<file path="config.mk">
export PLATFORM = sky130hd
export DESIGN_NAME = rails_sequencer
export DESIGN_NICKNAME = d
export VERILOG_FILES = /design/src/rtl/rails_sequencer.sv
export SDC_FILE = /design/constraint.sdc
export NUM_CORES = 1
export LEC_CHECK = 0
export ABC_CLOCK_PERIOD_IN_PS = 2700
export CORE_MARGIN = 2
export CORE_UTILIZATION = 55
export DETAILED_ROUTE_END_ITERATION = 12
export PLACE_DENSITY = 0.86
export SYNTH_ARGS = -nofsm -noshare
export SYNTH_HDL_FRONTEND = slang
export SYNTH_SLANG_ARGS = --single-unit
</file>
<file path="constraint.sdc">
create_clock -name clk -period 2.7 [get_ports clk]
set_clock_uncertainty 0.2 [all_clocks]
set_input_delay 0.54 -clock clk [delete_from_list [all_inputs] [get_ports clk]]
set_output_delay 0.54 -clock clk [all_outputs]
set_load 0.02 [all_outputs]
</file>
<file path="src/rtl/rails_sequencer.sv">
// rtl/rails_sequencer.sv - rail-station frame source: LIFO station ops in, header + departure order out
// Optional auto-drain of the station after the last arrival: RAILS_SEQ_AUTO_DRAIN_EN
module rails_sequencer #(
    parameter int MAX_TRAINS = 10,
    parameter int DW         = 4
) (
    input  logic          clk,
    input  logic          reset,
    input  logic          start,
    input  logic [DW-1:0] n,
    input  logic          op_valid,
    input  logic          op,
    output logic          op_ready,
    output logic [DW-1:0] data,
    output logic          data_valid,
    output logic          busy,
    output logic          err
);

    localparam int CW = $clog2(MAX_TRAINS + 1);
    localparam logic [DW:0] MIN_N = (DW+1)'(3);
    localparam logic [DW:0] MAX_N = (DW+1)'(MAX_TRAINS);

    typedef enum logic [1:0] {IDLE, LOAD, SEND_HDR, SEND_SEQ} state_t;

    state_t        state, state_d;
    logic [DW-1:0] n_lat, n_lat_d;
    logic [CW-1:0] sp, sp_d;
    logic [CW-1:0] dcnt, dcnt_d;
    logic [CW-1:0] k, k_d;
    logic [DW:0]   next_train, next_train_d;
    logic [DW-1:0] data_d;
    logic          data_valid_d, busy_d, err_d, op_ready_d;
    logic          push, pop, drain, drain_d;

    logic [DW-1:0] stack [MAX_TRAINS];
    logic [DW-1:0] seq   [MAX_TRAINS];

    logic [DW:0] n_in_ext, n_ext;
    assign n_in_ext = {1'b0, n};
    assign n_ext    = {1'b0, n_lat};

`ifdef RAILS_SEQ_AUTO_DRAIN_EN
    // Once every train has arrived, the remaining stack empties itself one per cycle.
    assign drain   = (state == LOAD) && (next_train > n_ext) && (sp != '0);
    assign drain_d = (next_train_d > {1'b0, n_lat_d}) && (sp_d != '0);
`else
    assign drain   = 1'b0;
    assign drain_d = 1'b0;
`endif

    always_comb begin
        state_d      = state;
        n_lat_d      = n_lat;
        sp_d         = sp;
        dcnt_d       = dcnt;
        k_d          = k;
        next_train_d = next_train;
        data_d       = data;
        data_valid_d = 1'b0;
        err_d        = err;
        push         = 1'b0;
        pop          = 1'b0;

        case (state)
            IDLE: begin
                if (start) begin
                    if (n_in_ext >= MIN_N && n_in_ext <= MAX_N) begin
                        n_lat_d      = n;
                        sp_d         = '0;
                        dcnt_d       = '0;
                        next_train_d = (DW+1)'(1);
                        err_d        = 1'b0;
                        state_d      = LOAD;
                    end else begin
                        err_d = 1'b1;
                    end
                end
            end
            LOAD: begin
                if (drain) begin
                    pop = 1'b1;
                end else if (op_valid && op_ready) begin
                    if (!op) begin
                        if (next_train <= n_ext) begin
                            push = 1'b1;
                        end else begin
                            err_d   = 1'b1;
                            state_d = IDLE;
                        end
                    end else begin
                        if (sp != '0) begin
                            pop = 1'b1;
                        end else begin
                            err_d   = 1'b1;
                            state_d = IDLE;
                        end
                    end
                end
                if (push) begin
                    sp_d         = sp + CW'(1);
                    next_train_d = next_train + (DW+1)'(1);
                end
                if (pop) begin
                    sp_d   = sp - CW'(1);
                    dcnt_d = dcnt + CW'(1);
                    if (dcnt_d == CW'(n_lat)) begin
                        state_d = SEND_HDR;
                    end
                end
            end
            SEND_HDR: begin
                data_d       = n_lat;
                data_valid_d = 1'b1;
                k_d          = '0;
                state_d      = SEND_SEQ;
            end
            SEND_SEQ: begin
                data_d       = seq[k];
                data_valid_d = 1'b1;
                k_d          = k + CW'(1);
                if (k == CW'(n_lat) - CW'(1)) begin
                    state_d = IDLE;
                end
            end
            default: state_d = IDLE;
        endcase

        op_ready_d = (state_d == LOAD) && !drain_d;
        busy_d     = (state_d != IDLE);
    end

    always_ff @(posedge clk or posedge reset) begin
        if (reset) begin
            state      <= IDLE;
            n_lat      <= '0;
            sp         <= '0;
            dcnt       <= '0;
            k          <= '0;
            next_train <= (DW+1)'(1);
            data       <= '0;
            data_valid <= 1'b0;
            busy       <= 1'b0;
            err        <= 1'b0;
            op_ready   <= 1'b0;
        end else begin
            state      <= state_d;
            n_lat      <= n_lat_d;
            sp         <= sp_d;
            dcnt       <= dcnt_d;
            k          <= k_d;
            next_train <= next_train_d;
            data       <= data_d;
            data_valid <= data_valid_d;
            busy       <= busy_d;
            err        <= err_d;
            op_ready   <= op_ready_d;
        end
    end

    // Storage needs no reset: entries are always written before they are read.
    always_ff @(posedge clk) begin
        if (push) begin
            stack[sp] <= next_train[DW-1:0];
        end
        if (pop) begin
            seq[dcnt] <= stack[sp - CW'(1)];
        end
    end

endmodule

</file>
# [After elaboration in Yosys (flattened, before gate mapping)]
# Memories as Yosys holds them, arrays and structs flattened.
# Index checks and enable logic that the tools add are counted.
[word_totals] ram_bits=80 inputBits=9 word_cells=94 mem_count=2 reg_bits=31 out_inout_bits=8
[mem_list] memory="seq" depth=10 word_bits=4 read_ports=1 rd_ports_with_merged_regs=0 write_ports=1 line="37" rtl="logic [DW-1:0] seq [MAX_TRAINS];"
[mem_list] memory="stack" depth=10 word_bits=4 read_ports=1 rd_ports_with_merged_regs=0 write_ports=1 line="36" rtl="logic [DW-1:0] stack [MAX_TRAINS];"
[classes] n_reduce_logical=13 add_sub_neg=6 n_eq_ne=14 mux=45 magnitude_cmp=3
[ops] cell="4-bit case mux with 2 select lines" count=4
[ops] cell="1-bit 2-to-1 mux" count=21
[ops] cell="4-bit 2-to-1 mux" count=5
[ops] cell="2-bit 2-to-1 mux" count=9
[ops] cell="5-bit 2-to-1 mux" count=3
[ops] cell="4-bit by 1-bit adder with 4-bit output, second input constant" count=3
[ops] cell="4-bit AND reduction" count=3
[ops] cell="5-bit case mux with 2 select lines" count=1
[ops] cell="4-bit equality test" count=2
[ops] cell="2-bit inequality test, second input constant" count=4
[ops] cell="2-bit case mux with 4 select lines" count=1
[ops] cell="4-bit by 1-bit subtractor with 4-bit output, second input constant" count=2
[ops] cell="3-bit inequality test, second input constant" count=2
[ops] cell="2-bit nonzero test" count=3
[ops] cell="5-bit by 1-bit adder with 5-bit output, second input constant" count=1
[ops] cell="5-bit by 4-bit less-or-equal comparator with 1-bit output" count=1
[ops] cell="5-bit AND reduction" count=1
[ops] cell="2-bit by 1-bit equality test with 1-bit output, second input constant" count=2
[ops] cell="2-bit equality test, second input constant" count=2
[ops] cell="4-bit by 2-bit greater-or-equal comparator with 1-bit output, second input constant" count=1
[ops] cell="4-bit less-or-equal comparator, second input constant" count=1
[ops] cell="4-bit nonzero test" count=1
[ops] cell="3-bit by 2-bit inequality test with 1-bit output, second input constant" count=1
[ops] cell="3-bit AND reduction" count=1
[ops] cell="5 further kinds" count=6

# [Longest topological paths before layout]
# Gate-level depths: netlist (run 1).
[depth] depth_word=8 mapped_depth=9 depth_no_buf=7

# [Worst setup path before layout (run 1)]
# OpenSTA, ideal clock, no wires.
[synth_timing] path_kind="register to register" from="register sp[0]" to="memory seq[2][0], enable pin" arrival_time_ns=2.378 required_ns=2.123 path_stages_with_launch=9 setup_ns=0.377 n_path_buf=3 synth_period_minus_slack_ns=2.955 slack_ns=-0.255 cell_sequence="dfrtp_1 buf_2 clkbuf_1 inv_1 ha_1 a21oi_1 nand2_1 clkbuf_1 nor4_1"
[synth_between] elab_chain_len=8
[synth_lines] item="start: declaration" line="28" rtl="logic [CW-1:0] sp, sp_d;"
[synth_lines] item="start signal: assignment" line="149" rtl="sp <= sp_d;"
[synth_lines] item="4-bit nonzero test" line="92" rtl="if (sp != '0) begin"
[synth_lines] item="1-bit 2-to-1 mux" line="92"
[synth_lines] item="1-bit 2-to-1 mux" line="84" rtl="if (!op) begin"
[synth_lines] item="1-bit 2-to-1 mux" line="83" rtl="end else if (op_valid && op_ready) begin"
[synth_lines] item="1-bit 2-to-1 mux (2 in a row)" line="65" rtl="case (state)"
[synth_lines] item="1-bit 2-to-1 mux" line="166" rtl="if (pop) begin"
[synth_lines] item="1-bit 2-to-1 mux (implied by the code)" line="167" rtl="seq[dcnt] <= stack[sp - CW'(1)];"
[synth_lines] item="end: declaration" line="37"
# No other way between the ends. The select of a mux whose other input is x is not followed.

# [Worst setup path after layout (run 1)]
[layout_timing] from="register n_lat[2]" to="memory stack[5][1], enable pin"
[layout_between] elab_chain_len=8
[layout_lines] item="start: declaration" line="27" rtl="logic [DW-1:0] n_lat, n_lat_d;"
[layout_lines] item="start signal: assignment" line="148" rtl="n_lat <= n_lat_d;"
[layout_lines] item="5-bit by 4-bit less-or-equal comparator with 1-bit output" line="85" rtl="if (next_train <= n_ext) begin"
[layout_lines] item="1-bit 2-to-1 mux" line="85"
[layout_lines] item="1-bit 2-to-1 mux" line="84"
[layout_lines] item="1-bit 2-to-1 mux" line="83"
[layout_lines] item="1-bit 2-to-1 mux (2 in a row)" line="65"
[layout_lines] item="1-bit 2-to-1 mux" line="163" rtl="if (push) begin"
[layout_lines] item="1-bit 2-to-1 mux (implied by the code)" line="164" rtl="stack[sp] <= next_train[DW-1:0];"
[layout_lines] item="end: declaration" line="36"
# No other way between the ends. The select of a mux whose other input is x is not followed.

==> impl_metrics.env, run 1 <==
export IMPL_cts_sinks=111
export IMPL_final_nets=441
export IMPL_place_hpwl_um=7210
export IMPL_drt_iter0_drc=161
export IMPL_synthTopCellsByArea="edfxtp_1 (47%), dfrtp_1 (15%), mux2i_1 (5.7%)"
export IMPL_synth_edf_count=80
export IMPL_ant_nets=0
export IMPL_synth_warnings=0
export IMPL_r2r_cells=6
export IMPL_p_switching_w=0.00230
export IMPL_antenna_found_initial=0
export IMPL_p_int_w=0.00370
export IMPL_synth_most_common_cell="edfxtp_1"
export IMPL_min_from="err$_DFFE_PP0P_"
export IMPL_drv_cap=0
export IMPL_die_area_um2=10100
export IMPL_cts_made_buffers=9
export IMPL_synth_nets=407
export IMPL_synth_cells_most_frequent="edfxtp_1 (80), dfrtp_1 (30), mux2i_1 (29)"
export IMPL_drc=0
export IMPL_required_ps=2590
export IMPL_worstMarginPinSlew_ps=699
export IMPL_pre_cts_ws_ps=-19.0
export IMPL_power_frac_clock=0.160
export IMPL_fp_dieW_um=100
export IMPL_switching_share=0.384
export IMPL_max_slew_margin=0.534
export IMPL_seqPwrFrac=0.418
export IMPL_h_tree_depth=3
export IMPL_cp_max_fo=5
export IMPL_synth_ff_type="edfxtp_1"
export IMPL_fin_ws_ps=129
export IMPL_cts_buffer_depth=2
export IMPL_num_vias=3208
export IMPL_antenna_cells=0
export IMPL_post_route_period_util=0.952
export IMPL_startpoint="n_lat[2]$_DFFE_PP0P_"
export IMPL_wl_um=10300
export IMPL_clk_latency_ps=380
export IMPL_final_cell_area_um2=5850
export IMPL_path_cells="inv_1, ha_1, nand3_1, or4b_4, a21oi_2, and4b_1"
export IMPL_slew_violations=0
export IMPL_vias_per_cell=6.02
export IMPL_setup_viol=0
export IMPL_combPwrFrac=0.422
export IMPL_synth_top_area_cell="edfxtp_1"
export IMPL_place_congestion=0.856
export IMPL_min_period_ps=2570
export IMPL_grt_overflow_total=0
export IMPL_async_reset_ff_frac=0.279
export IMPL_place_area_um2=5630
export IMPL_path_depth=6
export IMPL_initial_core_util=0.561
export IMPL_crit_arrival_ps=2460
export IMPL_ys_seq_elements=111
export IMPL_firstDrtPassIters=4
export IMPL_area_delta_synth_final_pct=14.5
export IMPL_crit_path_end_kind="flop"
export IMPL_post_drt_wl_per_cell_um=19.3
export IMPL_whs_path_depth=1
export IMPL_grt_start_max_net_pins=22
export IMPL_grt_pass1_wl_um=16800
export IMPL_drive_above_1_share=0.159
export IMPL_hold_path_class="flop to flop"
export IMPL_power_density_nw_per_um2=1030
export IMPL_clk_pin_slew_ps=110
export IMPL_hold_viol=0
export IMPL_synth_cells=383
export IMPL_cpPeakStageDelay_ps=550
export IMPL_crit_family="simple AND/OR/NAND/NOR gates"
export IMPL_yosysSeqAreaShare=0.622
export IMPL_ios=17
export IMPL_rows=35
export IMPL_synth_area_per_cell_um2=13.4
export IMPL_r2r_start="n_lat[2]$_DFFE_PP0P_"
export IMPL_grt_total_usage=0.225
export IMPL_crit_slowest_cell="or4b_4"
export IMPL_core_um2=9110
export IMPL_worstSetupPathType="flop to flop"
export IMPL_peakVddDrop_mv=0.616
export IMPL_die_h_um=100
export IMPL_cts_tree="built"
export IMPL_netlist_area_leader_share=0.470
export IMPL_grt_pass1_vias=3224
export IMPL_yosysUniqueCellTypes=49
export IMPL_max_freq_mhz=389
export IMPL_io_buffers=16
export IMPL_post_cts_buffers=0
export IMPL_start_kind="flop"
export IMPL_cts_root_buf="clkbuf_8"
export IMPL_rsz0062_at_grt="yes"
export IMPL_p_leak_nw=2.17
export IMPL_status="complete, no violations"
export IMPL_syn_area_um2=5110
export IMPL_critPathBufInv=1
## area by class of cell
type                       instances  area [µm²]
clock inverter                     6        67.6
sequential                       111        3180
timing repair buffer              42         393
multi-input combinational        233        1870
clock buffer                      10         128
tap                              111         139
inverter                          20        75.1
fill                             651        3260
## layer usage
layer | vias up | share of wire | GRT usage
met3 | 17 | 0.058 | 0.0467
met5 | - | 0 | 0
met4 | 0 | 0.020 | 0.0885
li1 | 1507 | - | -
met2 | 117 | 0.52 | 0.378
met1 | 1567 | 0.40 | 0.287
## worst register-to-register path, cell delays in order, from the launching register on
cell and delay [ps]:
dfrtp_1 430, inv_1 100, ha_1 320, nand3_1 110
or4b_4 560, a21oi_2 240, and4b_1 340
## path summary, 6_finish.rpt
check	to	slack [ps]
min in group asynchronous	next_train[3]$_DFFE_PP0P_	340
max	stack[5][1]$_DFFE_PP_	130
min reg2reg	err$_DFFE_PP0P_	330
max in group asynchronous	state[1]$_DFF_PP0_	1430
min	err$_DFFE_PP0P_	330
max reg2reg	stack[5][1]$_DFFE_PP_	130
## per-stage QoR
step           total power, W  hold slack [ps]  instances  TNS (ps)   util
3_5_place_dp          0.00503              310        516      -305  0.618
2_1_floorplan         0.00416              290        383         0      -
5_1_grt               0.00638              391        533     -6.18  0.643
6_report              0.00601              334        533         0  0.643
4_1_cts               0.00600              336        532         0  0.641
3_3_place_gp          0.00491              305        516         0  0.618
## cell usage in the layout, fill, tap and decap left out, types with 5 or more instances in the layout
cell / netlist / layout
edfxtp_1: 80 / 80
dfrtp_1: 30 / 30
mux2i_1: 29 / 29
nand2_1: 24 / 24
buf_4: 4 / 23
a21oi_1: 26 / 22
inv_1: 19 / 19
nor2_1: 17 / 17
o21ai_0: 16 / 16
clkdlybuf4s50_1: 0 / 16
ha_1: 15 / 15
xnor2_1: 11 / 11
nand3_1: 11 / 11
clkbuf_8: 0 / 9
mux4_2: 8 / 8
nor2b_1: 7 / 7
nor4_4: 0 / 6
and3_1: 5 / 5
xor2_1: 5 / 5
a211oi_1: 5 / 5
a21oi_2: 0 / 5
and4b_1: 6 / 5
## what timing repair did
item	CTS	global route
setup endpoints to repair	20	61
hold buffers	0	0
cloned	0	1
pin swaps	0	1
hold endpoints to repair	0	0
resized for setup	2	3
## cell families after synthesis
family                     after synthesis  synth area share
adders and majority gates               15            0.0367
AOI/OAI and AO/OA                       71            0.0896
buffers and inverters                   40            0.0347
DFF                                    111             0.622
xor gates and xnor gates                16            0.0274
muxes                                   37            0.0920
and+or+nand+nor                         93            0.0979
## power groups by stage
stage / registers [W] / logic (W) / clock network [W]
after floorplan: 0.00256 / 0.00160 / 0
after global placement: 0.00254 / 0.00238 / 0
after detailed placement: 0.00255 / 0.00248 / 0
after CTS: 0.00251 / 0.00252 / 0.000978
after global routing: 0.00254 / 0.00279 / 0.00105
final: 0.00251 / 0.00254 / 0.000960
## flip-flops by register name, summed over array words and instances (netlist names), 2 cells and up
signal / cells
data: 4
seq: 40
stack: 40
next_train: 5
dcnt: 4
state: 2
sp: 4
k: 4
n_lat: 4
No activity file was read; power rests on OpenSTA's default activity.
==> inputs of run 2 (changes only) <==
SKIP_LAST_GASP = 1   (was default)
SLEW_MARGIN = 0   (was default)
==> impl_metrics.env, run 2 (same netlist as run 1, synthesis figures left out) <==
export IMPL_status="complete, no violations"
export IMPL_reg_top3="seq (40), stack (40), next_train (5)"
export IMPL_cts_root_buf="clkbuf_8"
export IMPL_required_ps=2590
export IMPL_post_drt_wl_per_cell_um=19.3
export IMPL_setup_viol=0
export IMPL_io_buffers=16
export IMPL_grt_overflow_total=0
export IMPL_cts_made_buffers=9
export IMPL_regToRegEndpoint="stack[5][1]$_DFFE_PP_"
export IMPL_hold_viol=0
export IMPL_power_w=0.00601
export IMPL_whs_path_depth=1
export IMPL_r2r_setup_slack_ps=130
export IMPL_grt_start_max_net_pins=22
export IMPL_regArea_um2=3180
export IMPL_max_freq_mhz=389
export IMPL_slew_violations=0
export IMPL_die_area_um2=10100
export IMPL_antenna_cells=0
export IMPL_post_route_period_util=0.952
export IMPL_firstDrtPassIters=4
export IMPL_start_kind="flop"
export IMPL_worstMarginPinSlew_ps=699
export IMPL_ant_nets=0
export IMPL_clk_latency_ps=380
export IMPL_grt_total_usage=0.225
export IMPL_drv_cap=0
export IMPL_antenna_found_initial=0
export IMPL_p_leak_nw=2.17
export IMPL_place_hpwl_um=7210
export IMPL_fin_cells=533
export IMPL_ios=17
export IMPL_area_delta_synth_final_pct=14.5
export IMPL_cts_buffer_depth=2
export IMPL_rsz0062_at_grt="yes"
export IMPL_layout_commonest_cell="edfxtp_1"
export IMPL_place_area_um2=5630
export IMPL_min_period_ps=2570
export IMPL_crit_path_end_kind="flop"
export IMPL_startpoint="n_lat[2]$_DFFE_PP0P_"
export IMPL_initial_core_util=0.561
export IMPL_final_nets=441
export IMPL_power_frac_clock=0.160
export IMPL_core_um2=9110
export IMPL_worstSetupPathType="flop to flop"
export IMPL_rows=35
export IMPL_crit_arrival_ps=2460
export IMPL_final_cell_area_um2=5850
export IMPL_hold_path_class="flop to flop"
export IMPL_combPwrFrac=0.422
export IMPL_seqPwrFrac=0.418
export IMPL_drive_above_1_share=0.159
export IMPL_dp_cells=516
export IMPL_switching_share=0.384
export IMPL_final_util=0.643
export IMPL_r2r_cells=6
export IMPL_hold_buffers=0
export IMPL_r2r_start="n_lat[2]$_DFFE_PP0P_"
export IMPL_cts_sinks=111
export IMPL_grt_pass1_wl_um=16800
export IMPL_cp_max_fo=5
export IMPL_max_slew_margin=0.534
export IMPL_clk_pin_slew_ps=110
export IMPL_die_h_um=100
export IMPL_p_switching_w=0.00230
export IMPL_fp_dieW_um=100
export IMPL_drt_iter0_drc=161
export IMPL_wl_um=10300
export IMPL_cts_tree="built"
export IMPL_nFillCells=651
export IMPL_num_vias=3208
export IMPL_multiInputGateArea_um2=1870
export IMPL_h_tree_depth=3
export IMPL_peakVddDrop_mv=0.616
export IMPL_drc=0
export IMPL_power_density_nw_per_um2=1030
export IMPL_min_from="err$_DFFE_PP0P_"
export IMPL_vias_per_cell=6.02
export IMPL_p_int_w=0.00370
export IMPL_layout_common_cells="edfxtp_1 (80), dfrtp_1 (30), mux2i_1 (29), nand2_1 (24), buf_4 (23)"
export IMPL_hold_end="err$_DFFE_PP0P_"
export IMPL_place_congestion=0.856
export IMPL_grt_pass1_vias=3224
run 2: worst max path at each step:
stage | end | slack (ps) | depth (start not counted)
after floorplan | seq[0][0]$_DFFE_PP_ | 20 | 8
after global placement | stack[6][0]$_DFFE_PP_ | 30 | 4
after detailed placement | seq[9][2]$_DFFE_PP_ | -20 | 5
after CTS | seq[4][0]$_DFFE_PP_ | 20 | 5
after global routing | sp[2]$_DFFE_PP0P_ | -6 | 8
final | stack[5][1]$_DFFE_PP_ | 130 | 6
run 2: per-layer routing:
metal,track usage,vias to the layer above,wire length (µm)
li1,-,1507,-
met1,0.287,1567,4170
met2,0.378,117,5330
met3,0.0467,17,602
met4,0.0885,0,209
met5,0,-,0
run 2: layout make-up:
class	instances	share of cell area
clock inverter	6	0.0115
sequential	111	0.543
tap	111	0.0237
inverter	20	0.0128
multi-input combinational	233	0.320
clock buffer	10	0.0218
timing repair buffer	42	0.0671
run 2: worst max-delay path: stages (launching register included):
cell and delay, ps:
dfrtp_1 430, inv_1 100, ha_1 320, nand3_1 100
or4b_4 550, a21oi_2 240, and4b_1 340
run 2: per-stage QoR:
step / hold WS (ps) / TNS, ps / setup WS [ps]
2_1_floorplan: 290 / 0 / 19.0
3_3_place_gp: 305 / 0 / 33.6
3_5_place_dp: 310 / -305 / -19.0
4_1_cts: 336 / 0 / 24.2
5_1_grt: 391 / -6.18 / -6.18
6_report: 334 / 0 / 129
run 2: repair_timing:
| item | in CTS | in global routing |
|---|---|---|
| setup endpoints to repair | 20 | 61 |
| pin swaps | 0 | 1 |
| gates resized for setup | 2 | 3 |
| hold endpoints to repair | 0 | 0 |
| setup buffers | 0 | 0 |
| gates cloned | 0 | 1 |
run 2: power by group through the flow:
stage / clock [W] / sequential (W) / combinational (W)
floorplan: 0 / 0.00256 / 0.00160
global placement: 0 / 0.00254 / 0.00238
detailed placement: 0 / 0.00255 / 0.00248
CTS: 0.000978 / 0.00251 / 0.00252
global route: 0.00105 / 0.00254 / 0.00279
finish: 0.000960 / 0.00251 / 0.00254
